[config.mk]
export PLATFORM = sky130hd
export DESIGN_NAME = instruction_cache
export DESIGN_NICKNAME = d
export VERILOG_FILES = /design/src/rtl/instruction_cache.sv
export SDC_FILE = /design/constraint.sdc
export NUM_CORES = 1
export LEC_CHECK = 0
export ABC_CLOCK_PERIOD_IN_PS = 15200
export CAP_MARGIN = 20
export CORE_MARGIN = 3
export CORE_UTILIZATION = 50
export CTS_BUF_LIST = sky130_fd_sc_hd__clkbuf_4 sky130_fd_sc_hd__clkbuf_8
export CTS_CLUSTER_DIAMETER = 80
export CTS_CLUSTER_SIZE = 40
export DETAILED_ROUTE_END_ITERATION = 6
export PLACE_DENSITY = 0.64
export SYNTH_ARGS = -nofsm -noshare
export SYNTH_HDL_FRONTEND = slang
export SYNTH_SLANG_ARGS = --single-unit
export TNS_END_PERCENT = 5
[constraint.sdc]
create_clock -name CLK -period 15.2 [get_ports CLK]
set_input_delay 3.04 -clock CLK [delete_from_list [all_inputs] [get_ports CLK]]
set_output_delay 3.04 -clock CLK [all_outputs]
set_load 0.005 [all_outputs]
[src/rtl/instruction_cache.sv]
// Direct-mapped, read-only instruction cache. Hits are served combinationally;
// a miss stalls the fetch port while one 16-byte block is refilled from memory.
module instruction_cache #(
    parameter int NBLOCKS = 8,
    parameter int ADDR_W  = 10,
    parameter int CNT_W   = 16
) (
    input  logic                CLK,
    input  logic                RESET,
    input  logic [ADDR_W-1:0]   address,
    output logic [31:0]         instruction,
    output logic                busywait,
    output logic                imem_read,
    output logic [ADDR_W-5:0]   imem_address,
    input  logic [127:0]        imem_readdata,
    input  logic                imem_busywait,
    output logic [CNT_W-1:0]    hit_count,
    output logic [CNT_W-1:0]    miss_count
);

    localparam int IDX_W = $clog2(NBLOCKS);
    localparam int TAG_W = ADDR_W - 4 - IDX_W;

    localparam logic [1:0] IDLE     = 2'd0;
    localparam logic [1:0] MEM_READ = 2'd1;
    localparam logic [1:0] UPDATE   = 2'd2;

    logic [1:0]          state;
    logic [NBLOCKS-1:0]  validBits;
    logic [TAG_W-1:0]    tagArray  [NBLOCKS];
    logic [3:0][31:0]    dataArray [NBLOCKS];

    logic [TAG_W-1:0]    refillTag;
    logic [IDX_W-1:0]    refillIndex;
    logic [3:0][31:0]    refillBuf;
    logic [31:0]         lastInstr;

    logic [TAG_W-1:0]    tag;
    logic [IDX_W-1:0]    index;
    logic [1:0]          offset;
    logic                hit;
    logic [31:0]         hitWord;
    logic [1:0]          unusedAddr;

    function automatic logic [CNT_W-1:0] satInc(input logic [CNT_W-1:0] v);
        return (&v) ? v : v + CNT_W'(1);
    endfunction

    assign tag        = address[ADDR_W-1 -: TAG_W];
    assign index      = address[4 +: IDX_W];
    assign offset     = address[3:2];
    assign unusedAddr = address[1:0];

    assign hit     = (state == IDLE) && validBits[index] && (tagArray[index] == tag);
    assign hitWord = dataArray[index][offset];

    assign instruction  = hit ? hitWord : lastInstr;
    assign busywait     = RESET && !hit;
    assign imem_read    = (state == MEM_READ);
    assign imem_address = {refillTag, refillIndex};

    // Control state: everything the fetch port and counters can observe after reset.
    always_ff @(posedge CLK or negedge RESET) begin
        if (!RESET) begin
            state       <= IDLE;
            validBits   <= '0;
            refillTag   <= '0;
            refillIndex <= '0;
            hit_count   <= '0;
            miss_count  <= '0;
            lastInstr   <= '0;
        end else begin
            case (state)
                IDLE: begin
                    if (hit) begin
                        hit_count <= satInc(hit_count);
                        lastInstr <= hitWord;
                    end else begin
                        refillTag   <= tag;
                        refillIndex <= index;
                        miss_count  <= satInc(miss_count);
                        state       <= MEM_READ;
                    end
                end
                MEM_READ: begin
                    if (!imem_busywait)
                        state <= UPDATE;
                end
                UPDATE: begin
                    validBits[refillIndex] <= 1'b1;
                    state                  <= IDLE;
                end
                default: state <= IDLE;
            endcase
        end
    end

    // Line storage only ever sees the latched refill index, so a wandering
    // address during a stall cannot touch any other line.
    always_ff @(posedge CLK) begin
        if (state == MEM_READ && !imem_busywait)
            refillBuf <= imem_readdata;
        if (state == UPDATE) begin
            dataArray[refillIndex] <= refillBuf;
            tagArray[refillIndex]  <= refillTag;
        end
    end

endmodule

==> summary.md, run 1 <==
| Metric | Value |
|---|---|
| Outcome | `finished clean` |
| First-pass GRT wire length | `142,400 um` |
| Die height | `~310 um` |
| Initial antenna violation count | `4` |
| Inst Count DP | `about 3,400` |
| Crit path time final | `10.73 ns` |
| Hold_buf cts | `0` |
| Hold depth | `1` |
| Final core utilization | `0.5613` |
| Synthesized flop and latch total | `~1,300` |
| All-Layer GR Usage | `0.1970` |
| CTS resizes | `0` |
| Synth Area per Inst | `roughly 24 um2` |
| Yosys warns | `0` |
| Later-pin clock latency in the skew report | `0.77 ns` |
| TritonCTS Buffers | `48` |
| Layout cells sized above 1 | `0.2207` |
| Hold EP | `validBits[6]` |
| Total chip power | `6.365 mW` |
| Worst EP required | `~12 ns` |
| Max stage delay on crit path | `slightly above 0.7 ns` |
| Most frequent CP cell | `buf_4` |
| Total number of vias | `a little over 20,000` |
| Placed inst area | `between 0.05 and 0.06 mm2` |
| Mapped Nets | `roughly 2,100` |
| Max Slew Vio Count | `0` |
| Crit path launch type | `primary input` |
| CTS H-tree depth | `2` |
| Reg2reg setup slack | `about 12 ns` |
| Area delta synth->final | `10.44%` |
| Critical-path cell list | `buf_8, buf_4, mux2i_1, mux4_2, xor2_1, nand4_4, buf_4, o21ai_0, clkdlybuf4s50_1` |
| Core area | `about 0.092 mm2` |
| Initial Util | `0.5082` |
| Top_reg_cell synth | `edfxtp_1` |
| Clock transition at path regs | `0.17 ns` |
| Number of DRC markers in iteration 0 | `roughly 2,100` |
| Setup CP Type | `primary input to primary output` |
| Worst Tran Pin Value | `1.061 ns` |
| Die area | `between 0.09 and 0.1 mm2` |
| Final #Nets | `between 2,000 and 2,500` |
| Clk sinks | `~1,300` |
| Hold Crit Class | `flop to flop` |
| Worst Skew | `between 0.05 and 0.06 ns` |
| Pre-CTS WS | `around 4.5 ns` |
| Slowest stage cell, crit path | `o21ai_0` |
| Highest clock rate | `around 93 MHz` |
| DR DRC count | `0` |
| Reg2Reg Depth | `7` |
| Arrival @ worst endpoint | `approximately 7.7 ns` |
| MaxCap Viol Count | `0` |
| Setup bufs post-CTS | `0` |
| Commonest non-fill, non-tap cell in the layout | `edfxtp_1` |
| Root buffer cell | `clkbuf_8` |
| GRT overflow | `0` |
| RR Startpoint | `tagArray[6][0]` |
| Detail-routed via count per cell | `between 5 and 6` |
| Async S/R FF share, synth | `0.06369` |
| Post-Route WL | `~96,000 um` |
| Setup Viol. Count Final | `0` |
| Hold Violations, Final | `0` |
| Hold WS | `approximately 0.49 ns` |
| Mapped cell area | `0.04701 mm2` |
| I/O pin count | `between 200 and 250` |
| Final Non-Filler Cells | `approximately 3,500` |
| Worst-case clock buffer depth | `3` |
| Largest net degree at the start of global routing | `roughly 140` |
| Worst R2R End | `refillTag[2]` |
| First-pass DRT Iterations | `5` |
| Sequential fraction of the synthesis area | `0.7938` |
| CTS tree | `yes` |
| # fillers | `6,810` |
| Number of global-route vias before repair | `approximately 21,000` |
| Setup WS post-layout | `~4.5 ns` |
| Pwr per Cell Area | `approximately 120 mW/mm2` |
| Min-delay src | `validBits[6]` |
| Peak supply drop | `around 0.08 mV` |
| CP Capture Type | `primary output` |
| Die width | `~310 um` |
| Critical Path Fanout Max | `between 90 and 100` |
| Cell area after layout | `0.05192 mm2` |
| Routed len/inst | `~28 um` |
| Final total negative setup slack | `0 ns` |
| Gpl congestion | `about 0.74` |
| EDFF count, synth | `roughly 1,200` |
| Final worst-path cycle share | `0.7059` |
| Buffers added on ports | `210` |
| P_leak | `around 16 nW` |
| Yosys cell types | `36` |
| Slew HR | `0.2925` |
| Post-route ant nets | `0` |
| Syn Inst Count | `1,974` |
| RSZ-0062 raised after global routing | `no` |
| Commonest non-fill, non-tap cells in the layout | `1,176 x edfxtp_1, 326 x mux4_2, 204 x clkdlybuf4s50_1` |
| HPWL Detailed | `around 53,000 um` |
| Rows | `about 110` |
## power breakdown
| group | total, mW | switching (mW) | internal (mW) |
|---|---|---|---|
| registers | 4.20 | 0.136 | 4.06 |
| clock network | 1.48 | 1.08 | 0.401 |
| logic | 0.685 | 0.361 | 0.323 |
| total | 6.36 | 1.58 | 4.79 |
## cell families (layout without fill, tap and decap cells)
group                    after synthesis  count (layout)  synth area share
other                                  0               1                 0
multiplexers                         379             379            0.1678
XOR/XNOR                              28              28          0.005377
buffers and inverters                 98             335          0.009236
adder cells (fa/ha/maj)                2               2         0.0005323
AND/OR/NAND/NOR                      142             142           0.01573
flip-flops                          1256            1256            0.7938
AO/OA/AOI/OAI                         69              69          0.007533
## sequential cells by signal (all words and copies together), names as in the netlist
| signal | flops |
|---|---|
| miss_count | 16 |
| dataArray | 1024 |
| refillTag | 3 |
| hit_count | 16 |
| lastInstr | 32 |
| tagArray | 24 |
| validBits | 8 |
| refillBuf | 128 |
| state | 2 |
| refillIndex | 3 |
## worst max-delay path by stage
stage | from | endpoint | slack, ns | cells past startpoint
CTS | address[4] | instruction[26] | 4.44 | 9
finish | address[4] | instruction[10] | 4.47 | 9
detailed placement | address[4] | instruction[26] | 4.47 | 9
floorplan | imem_busywait | refillBuf[0] | 2.75 | 1
global route | address[4] | instruction[27] | 4.13 | 9
global placement | address[4] | instruction[27] | 4.45 | 9
## critical path, delay by kind of cell
| kind | cells | cell delay [ns] |
|---|---|---|
| AO/OA/AOI/OAI | 1 | 0.72 |
| XOR/XNOR | 1 | 0.27 |
| buffers and inverters | 4 | 2.34 |
| multiplexers | 2 | 0.63 |
| AND/OR/NAND/NOR | 1 | 0.53 |
## cell usage after synthesis (10+ instances only)
cell type  count  area, um2
and3_1        11      68.82
buf_2         32      160.2
clkbuf_1      55      206.5
dfrtp_1       80       2002
edfxtp_1    1176      35310
mux2_2        11      123.9
mux2i_1       42      420.4
mux4_2       326       7342
nand2_1       51      191.4
nand3_1       14      70.07
nand4_1       10      62.56
nor2_1        17      63.81
o21ai_0       65      325.3
xnor2_1       11      96.34
xor2_1        16      140.1
## cell type report
cell class,count,area [um2],area share
flip-flops and latches,1256,37320,0.7188
multi-input cells,620,9316,0.1794
diodes,1,2.502,0.00004820
clock inverters,34,576.8,0.01111
repair buffers,244,2417,0.04656
clock buffers,55,725.7,0.01398
inverters,2,7.507,0.0001446
well taps,1243,1555,0.02996
## layer usage
layer | vias to the layer above | track usage | wire, um
met5 | - | 0 | 23
met4 | 4 | 0.03312 | 1364
met3 | 72 | 0.02612 | 4503
met2 | 494 | 0.3447 | 50320
met1 | 11040 | 0.2728 | 39430
li1 | 8661 | - | -
(Power assumes the default switching activity.)
==> inputs of run 2 (changes only) <==
- ABC_CLOCK_PERIOD_IN_PS: 15200 -> 10400
- clock period: 15.2 -> 10.4 ns (I/O delays scaled with it)
==> run 2 against run 1 <==
Against the previous run: via count decreased by 0.19%; first-iteration DRC count down 5.4%; total power up 46%; critical path type unchanged.
==> summary.md, run 2 (synthesized netlist as in run 1, its figures left out) <==
| Metric | Value |
|---|---|
| Final worst-path cycle share | `0.7628` |
| Pwr per Cell Area | `179.5 mW/mm2 (+46%)` |
| Hold Crit Class | `flop to flop` |
| Outcome | `finished clean` |
| CP Capture Type | `primary output` |
| Setup Viol. Count Final | `0 (unchanged)` |
| Most flops, register | `dataArray` |
| Crit path time final | `7.934 ns` |
| Highest clock rate | `between 100 and 150 MHz` |
| Post-Route WL | `94,780 um (-0.90%)` |
| Commonest non-fill, non-tap cell in the layout | `edfxtp_1` |
| Final total negative setup slack | `0 ns (unchanged)` |
| Pre-CTS WS | `2.544 ns (-1.923 ns)` |
| Later-pin clock latency in the skew report | `0.76 ns (about the same)` |
| Root buffer cell | `clkbuf_8` |
| Initial Util | `0.5082 (unchanged)` |
| Routed len/inst | `27.42 um (-0.93%)` |
| Setup WS post-layout | `2.466 ns (-2.005 ns)` |
| GRT overflow | `0 (unchanged)` |
| Clk sinks | `1,256 (unchanged)` |
| Area delta synth->final | `10.46% (about the same)` |
| Buffers added on ports | `210 (unchanged)` |
| HPWL Detailed | `52,930 um (+0.59%)` |
| Hold_buf cts | `0 (unchanged)` |
| CTS tree | `yes` |
| Max Slew Vio Count | `0 (unchanged)` |
| Reg2reg setup slack | `6.31 ns (-5.46 ns)` |
| Worst Skew | `0.06049 ns (+0.001144 ns)` |
| Slowest stage cell, crit path | `o21ai_0` |
| Most frequent CP cell | `buf_4` |
| Critical Path Fanout Max | `37 (-62%)` |
| Max stage delay on crit path | `0.95 ns (+0.23 ns)` |
| Layout cells sized above 1 | `0.2207 (unchanged)` |
| Largest net degree at the start of global routing | `146 (+5.8%)` |
| First-pass GRT wire length | `141,600 um (-0.50%)` |
| I/O pin count | `213 (unchanged)` |
| Hold Violations, Final | `0 (unchanged)` |
| Total number of vias | `20,240 (-0.19%)` |
| Registers with the most flip-flops | `dataArray (1024), refillBuf (128), lastInstr (32)` |
| Worst EP required | `8.32 ns (-3.84 ns)` |
| CTS resizes | `0 (unchanged)` |
| MaxCap Viol Count | `0 (unchanged)` |
| Hold WS | `0.4868 ns (-0.003752 ns)` |
| DR DRC count | `0 (unchanged)` |
| Crit path launch type | `primary input` |
| Max FFs per register | `1,024 (unchanged)` |
| Peak supply drop | `0.1538 mV (+97%)` |
| Die width | `312.6 um (unchanged)` |
| TritonCTS Buffers | `48 (unchanged)` |
| Post-route ant nets | `0 (unchanged)` |
| All-Layer GR Usage | `0.1957 (-0.001308)` |
| Gpl congestion | `0.7402 (-0.28%)` |
| Setup CP Type | `primary input to primary output` |
| Core area | `0.09250 mm2 (unchanged)` |
| Number of global-route vias before repair | `21,380 (-0.023%)` |
| Worst Tran Pin Value | `1.206 ns (+0.1451 ns)` |
| Worst-case clock buffer depth | `3 (unchanged)` |
| Crit path max-delay family | `buffers and inverters` |
| Critical-path cell list | `buf_4, buf_4, buf_4, mux4_2, mux2i_1, o21ai_0, clkdlybuf4s50_1` |
| RSZ-0062 raised after global routing | `no` |
| Setup bufs post-CTS | `0 (unchanged)` |
| Number of DRC markers in iteration 0 | `1,958 (-5.4%)` |
| First-pass DRT Iterations | `5 (unchanged)` |
| Die height | `312.6 um (unchanged)` |
| Slew HR | `0.1873 (-0.1053)` |
| Detail-routed via count per cell | `5.855 (-0.22%)` |
| Rows | `111 (unchanged)` |
| Initial antenna violation count | `4 (unchanged)` |
| Worst Path Buf+Inv | `4 (unchanged)` |
| P_leak | `16.26 nW (+0.18%)` |
| Clock transition at path regs | `0.15 ns (-0.02 ns)` |
| Commonest non-fill, non-tap cells in the layout | `1,176 x edfxtp_1, 326 x mux4_2, 204 x clkdlybuf4s50_1` |
| Arrival @ worst endpoint | `5.85 ns (-1.84 ns)` |
| Die area | `0.09773 mm2 (unchanged)` |
| Final #Nets | `2,319 (+0.17%)` |
| CTS H-tree depth | `2 (unchanged)` |
==> run 2: cell type report <==
class                      count  area, um2
fill                        6829      40570
sequential                  1256      37320
multi-input combinational    620       9323
timing repair buffer         248       2447
tap                         1243       1555
clock buffer                  52      696.9
clock inverter                33      573.1
inverter                       2      7.507
antenna                        2      5.005
==> run 2: worst paths after layout <==
path	from	to	cells after the start
min in group asynchronous	RESET	refillTag[0]	1
setup reg to reg	state[1]	dataArray[1][50]	6
setup / recovery	address[6]	instruction[24]	7
hold reg to reg	validBits[2]	validBits[2]	1
max in group asynchronous	RESET	lastInstr[10]	2
hold / removal	validBits[2]	validBits[2]	1
==> run 2: power by group <==
part / switching, mW / leakage (nW) / internal, mW
clock network: 1.58 / 0.622 / 0.602
registers: 0.197 / 11.7 / 5.93
logic: 0.536 / 3.96 / 0.474
==> run 2: worst register-to-register path, cell delays in order, from the launching register on <==
cell and delay, ns:
dfrtp_1 0.54, nor2b_1 0.34, nand2b_1 0.24, nor3b_2 0.34, buf_4 0.69, buf_4 0.83, buf_4 0.75
==> run 2: layer usage <==
metal,up-vias,GRT usage,share of wire
met5,-,0,0
li1,8677,-,-
met3,89,0.03220,0.057
met2,514,0.3416,0.52
met1,10960,0.2629,0.40
met4,0,0.04249,0.021
==> run 2: per-stage QoR <==
stage / util / instances / instance area, um2 / power, mW
2_1_floorplan: - / 1974 / 47010 / 6.739
3_3_place_gp: 0.5476 / 3369 / 50650 / 7.232
3_5_place_dp: 0.5476 / 3369 / 50650 / 7.277
4_1_cts: 0.5613 / 3454 / 51920 / 9.425
5_1_grt: 0.5613 / 3455 / 51920 / 9.694
6_report: 0.5614 / 3456 / 51920 / 9.320
==> inputs of run 3 (changes only) <==
- ABC_CLOCK_PERIOD_IN_PS: 10400 -> 8000
- clock period: 10.4 -> 8 ns (I/O delays scaled with it)
==> run 3 against run 2 <==
Against the previous run: global-route usage increased by 0.15 points; total power increased by 30%; worst setup slack got worse by 1.0 ns; utilization increased by 0.070 points; critical endpoint is now instruction[25]; largest cell class unchanged; highest routed layer unchanged.
==> summary.md, run 3 (synthesized netlist as in run 1, its figures left out) <==
| Metric | Value |
|---|---|
| Max FFs per register | `1,024 (unchanged)` |
| RR Startpoint | `state[1]` |
| Number of DRC markers in iteration 0 | `2,258 (+15%)` |
| RSZ-0062 raised after global routing | `no` |
| Setup bufs post-CTS | `0 (unchanged)` |
| Reg2reg setup slack | `4.38 ns (-1.93 ns)` |
| Largest net degree at the start of global routing | `119 (-18%)` |
| Hold depth | `1 (unchanged)` |
| Crit path launch type | `primary input` |
| Post-Route WL | `95,770 um (+1.0%)` |
| HPWL Detailed | `55,260 um (+4.4%)` |
| Final total negative setup slack | `0 ns (unchanged)` |
| Post-route ant nets | `0 (unchanged)` |
| Slew HR | `0.2900 (+0.1027)` |
| Number of global-route vias before repair | `21,420 (+0.17%)` |
| Registers with the most flip-flops | `dataArray (1024), refillBuf (128), lastInstr (32)` |
| Critical Path Fanout Max | `71 (+92%)` |
| Most flops, register | `dataArray` |
| Min-delay src | `validBits[5]` |
| Inst Count DP | `3,380 (+0.33%)` |
| Worst-case clock buffer depth | `3 (unchanged)` |
| Initial antenna violation count | `1 (-3)` |
| Die area | `0.09773 mm2 (unchanged)` |
| Hold_buf cts | `0 (unchanged)` |
| Gpl congestion | `0.7411 (+0.12%)` |
| Final Non-Filler Cells | `3,468 (+0.35%)` |
| Setup Viol. Count Final | `0 (unchanged)` |
| Rows | `111 (unchanged)` |
| Later-pin clock latency in the skew report | `0.76 ns (about the same)` |
| Most frequent CP cell | `mux4_2` |
| Setup CP Type | `primary input to primary output` |
| CTS resizes | `0 (unchanged)` |
| All-Layer GR Usage | `0.1972 (+0.001476)` |
| First-pass DRT Iterations | `5 (unchanged)` |
| Peak supply drop | `0.1521 mV (-1.1%)` |
| Area delta synth->final | `10.60%` |
| MaxCap Viol Count | `0 (unchanged)` |
| Detail-routed via count per cell | `5.853 (about the same)` |
| Crit path time final | `between 6 and 7 ns` |
| Layout cells sized above 1 | `0.2253 (+0.004555)` |
| TritonCTS Buffers | `48 (unchanged)` |
| Root buffer cell | `clkbuf_8` |
| Max Slew Vio Count | `0 (unchanged)` |
| Max stage delay on crit path | `0.89 ns (-0.06 ns)` |
| Placed inst area | `0.05072 mm2 (+0.15%)` |
| Total number of vias | `20,300 (+0.31%)` |
| Outcome | `finished clean` |
| I/O pin count | `213 (unchanged)` |
| Final #Nets | `2,330 (+0.47%)` |
| First-pass GRT wire length | `142,500 um (+0.62%)` |
| Initial Util | `0.5082 (unchanged)` |
| Routed len/inst | `27.61 um (+0.69%)` |
| Worst Setup SP | `address[5]` |
| Clk sinks | `1,256 (unchanged)` |
| DR DRC count | `0 (unchanged)` |
| Cell area after layout | `0.05199 mm2 (+0.13%)` |
| Die width | `312.6 um (unchanged)` |
| Worst Path Buf+Inv | `3 (-1)` |
| Worst R2R End | `dataArray[1][112]` |
| Clock transition at path regs | `0.16 ns (about the same)` |
| Arrival @ worst endpoint | `4.98 ns (-0.87 ns)` |
| CP Capture Type | `primary output` |
| Hold EP | `validBits[5]` |
| Final core utilization | `0.5621 (+0.0007030)` |
| Pwr per Cell Area | `233.2 mW/mm2 (+30%)` |
| Final worst-path cycle share | `0.8222` |
| CTS tree | `yes` |
| CTS H-tree depth | `2 (unchanged)` |
| Worst EP required | `6.40 ns (-1.92 ns)` |
| Commonest non-fill, non-tap cells in the layout | `1,176 x edfxtp_1, 326 x mux4_2, 204 x clkdlybuf4s50_1` |
| Reg2Reg Depth | `5 (-1)` |
| Core area | `0.09250 mm2 (unchanged)` |
| Commonest non-fill, non-tap cell in the layout | `edfxtp_1` |
| Buffers added on ports | `210 (unchanged)` |
| P_leak | `16.32 nW (+0.38%)` |
| Crit path max-delay family | `buffers and inverters` |
| Hold Violations, Final | `0 (unchanged)` |
| Worst Skew | `0.06624 ns (+0.005753 ns)` |
| GRT overflow | `0 (unchanged)` |
| Die height | `312.6 um (unchanged)` |
| Slowest stage cell, crit path | `buf_4` |
| Highest clock rate | `152.0 MHz` |
| Critical-path cell list | `buf_8, buf_4, mux4_2, mux4_2, mux2i_1, o21ai_0, clkdlybuf4s50_1` |
| Worst Tran Pin Value | `1.065 ns (-0.1414 ns)` |
| Hold Crit Class | `flop to flop` |
| Hold WS | `0.4867 ns (-0.0001560 ns)` |
==> run 3: cell types whose count changed in the layout (fill, tap and decap cells not counted), moves of 2 or more <==
cell and change:
inv_12 -2, bufinv_16 +2, clkbuf_8 +2, clkinvlp_4 -2
buf_4 +11, inv_16 -6, inv_8 +3, clkbuf_4 +2
==> run 3: final cells by class <==
type                    count  area [um2]
flip-flops and latches   1256       37320
clock buffers              56       739.5
clock inverters            31       521.8
multi-input cells         620        9316
repair buffers            259        2530
well taps                1243        1555
diodes                      1       2.502
fillers                  6789       40510
inverters                   2       7.507
==> run 3: through the flow <==
stage	setup WS, ns	total power [mW]
final	1.422	12.12
after global routing	1.172	12.59
after CTS	1.409	12.25
after detailed placement	1.407	9.464
after global placement	1.397	9.409
after floorplan	-3.373	8.774
==> run 3: how the worst max path moves through the flow <==
stage / endpoint / depth (start not counted)
after CTS: instruction[25] / 7
after floorplan: validBits[4] / 5
after global placement: instruction[25] / 7
after global routing: instruction[25] / 7
after detailed placement: instruction[25] / 7
final: instruction[25] / 7
==> run 3: metal layers <==
| layer | vias to the layer above | global-route usage | routed length (um) |
|---|---|---|---|
| li1 | 8686 | - | - |
| met5 | - | 0 | 0 |
| met3 | 76 | 0.02843 | 5226 |
| met4 | 0 | 0.03429 | 1433 |
| met2 | 554 | 0.3411 | 49950 |
| met1 | 10980 | 0.2744 | 39160 |
==> run 3: where the power goes <==
group | switching [mW] | internal (mW)
clock | 2.00 | 0.839
sequential | 0.258 | 7.71
combinational | 0.693 | 0.618
total | 2.95 | 9.17
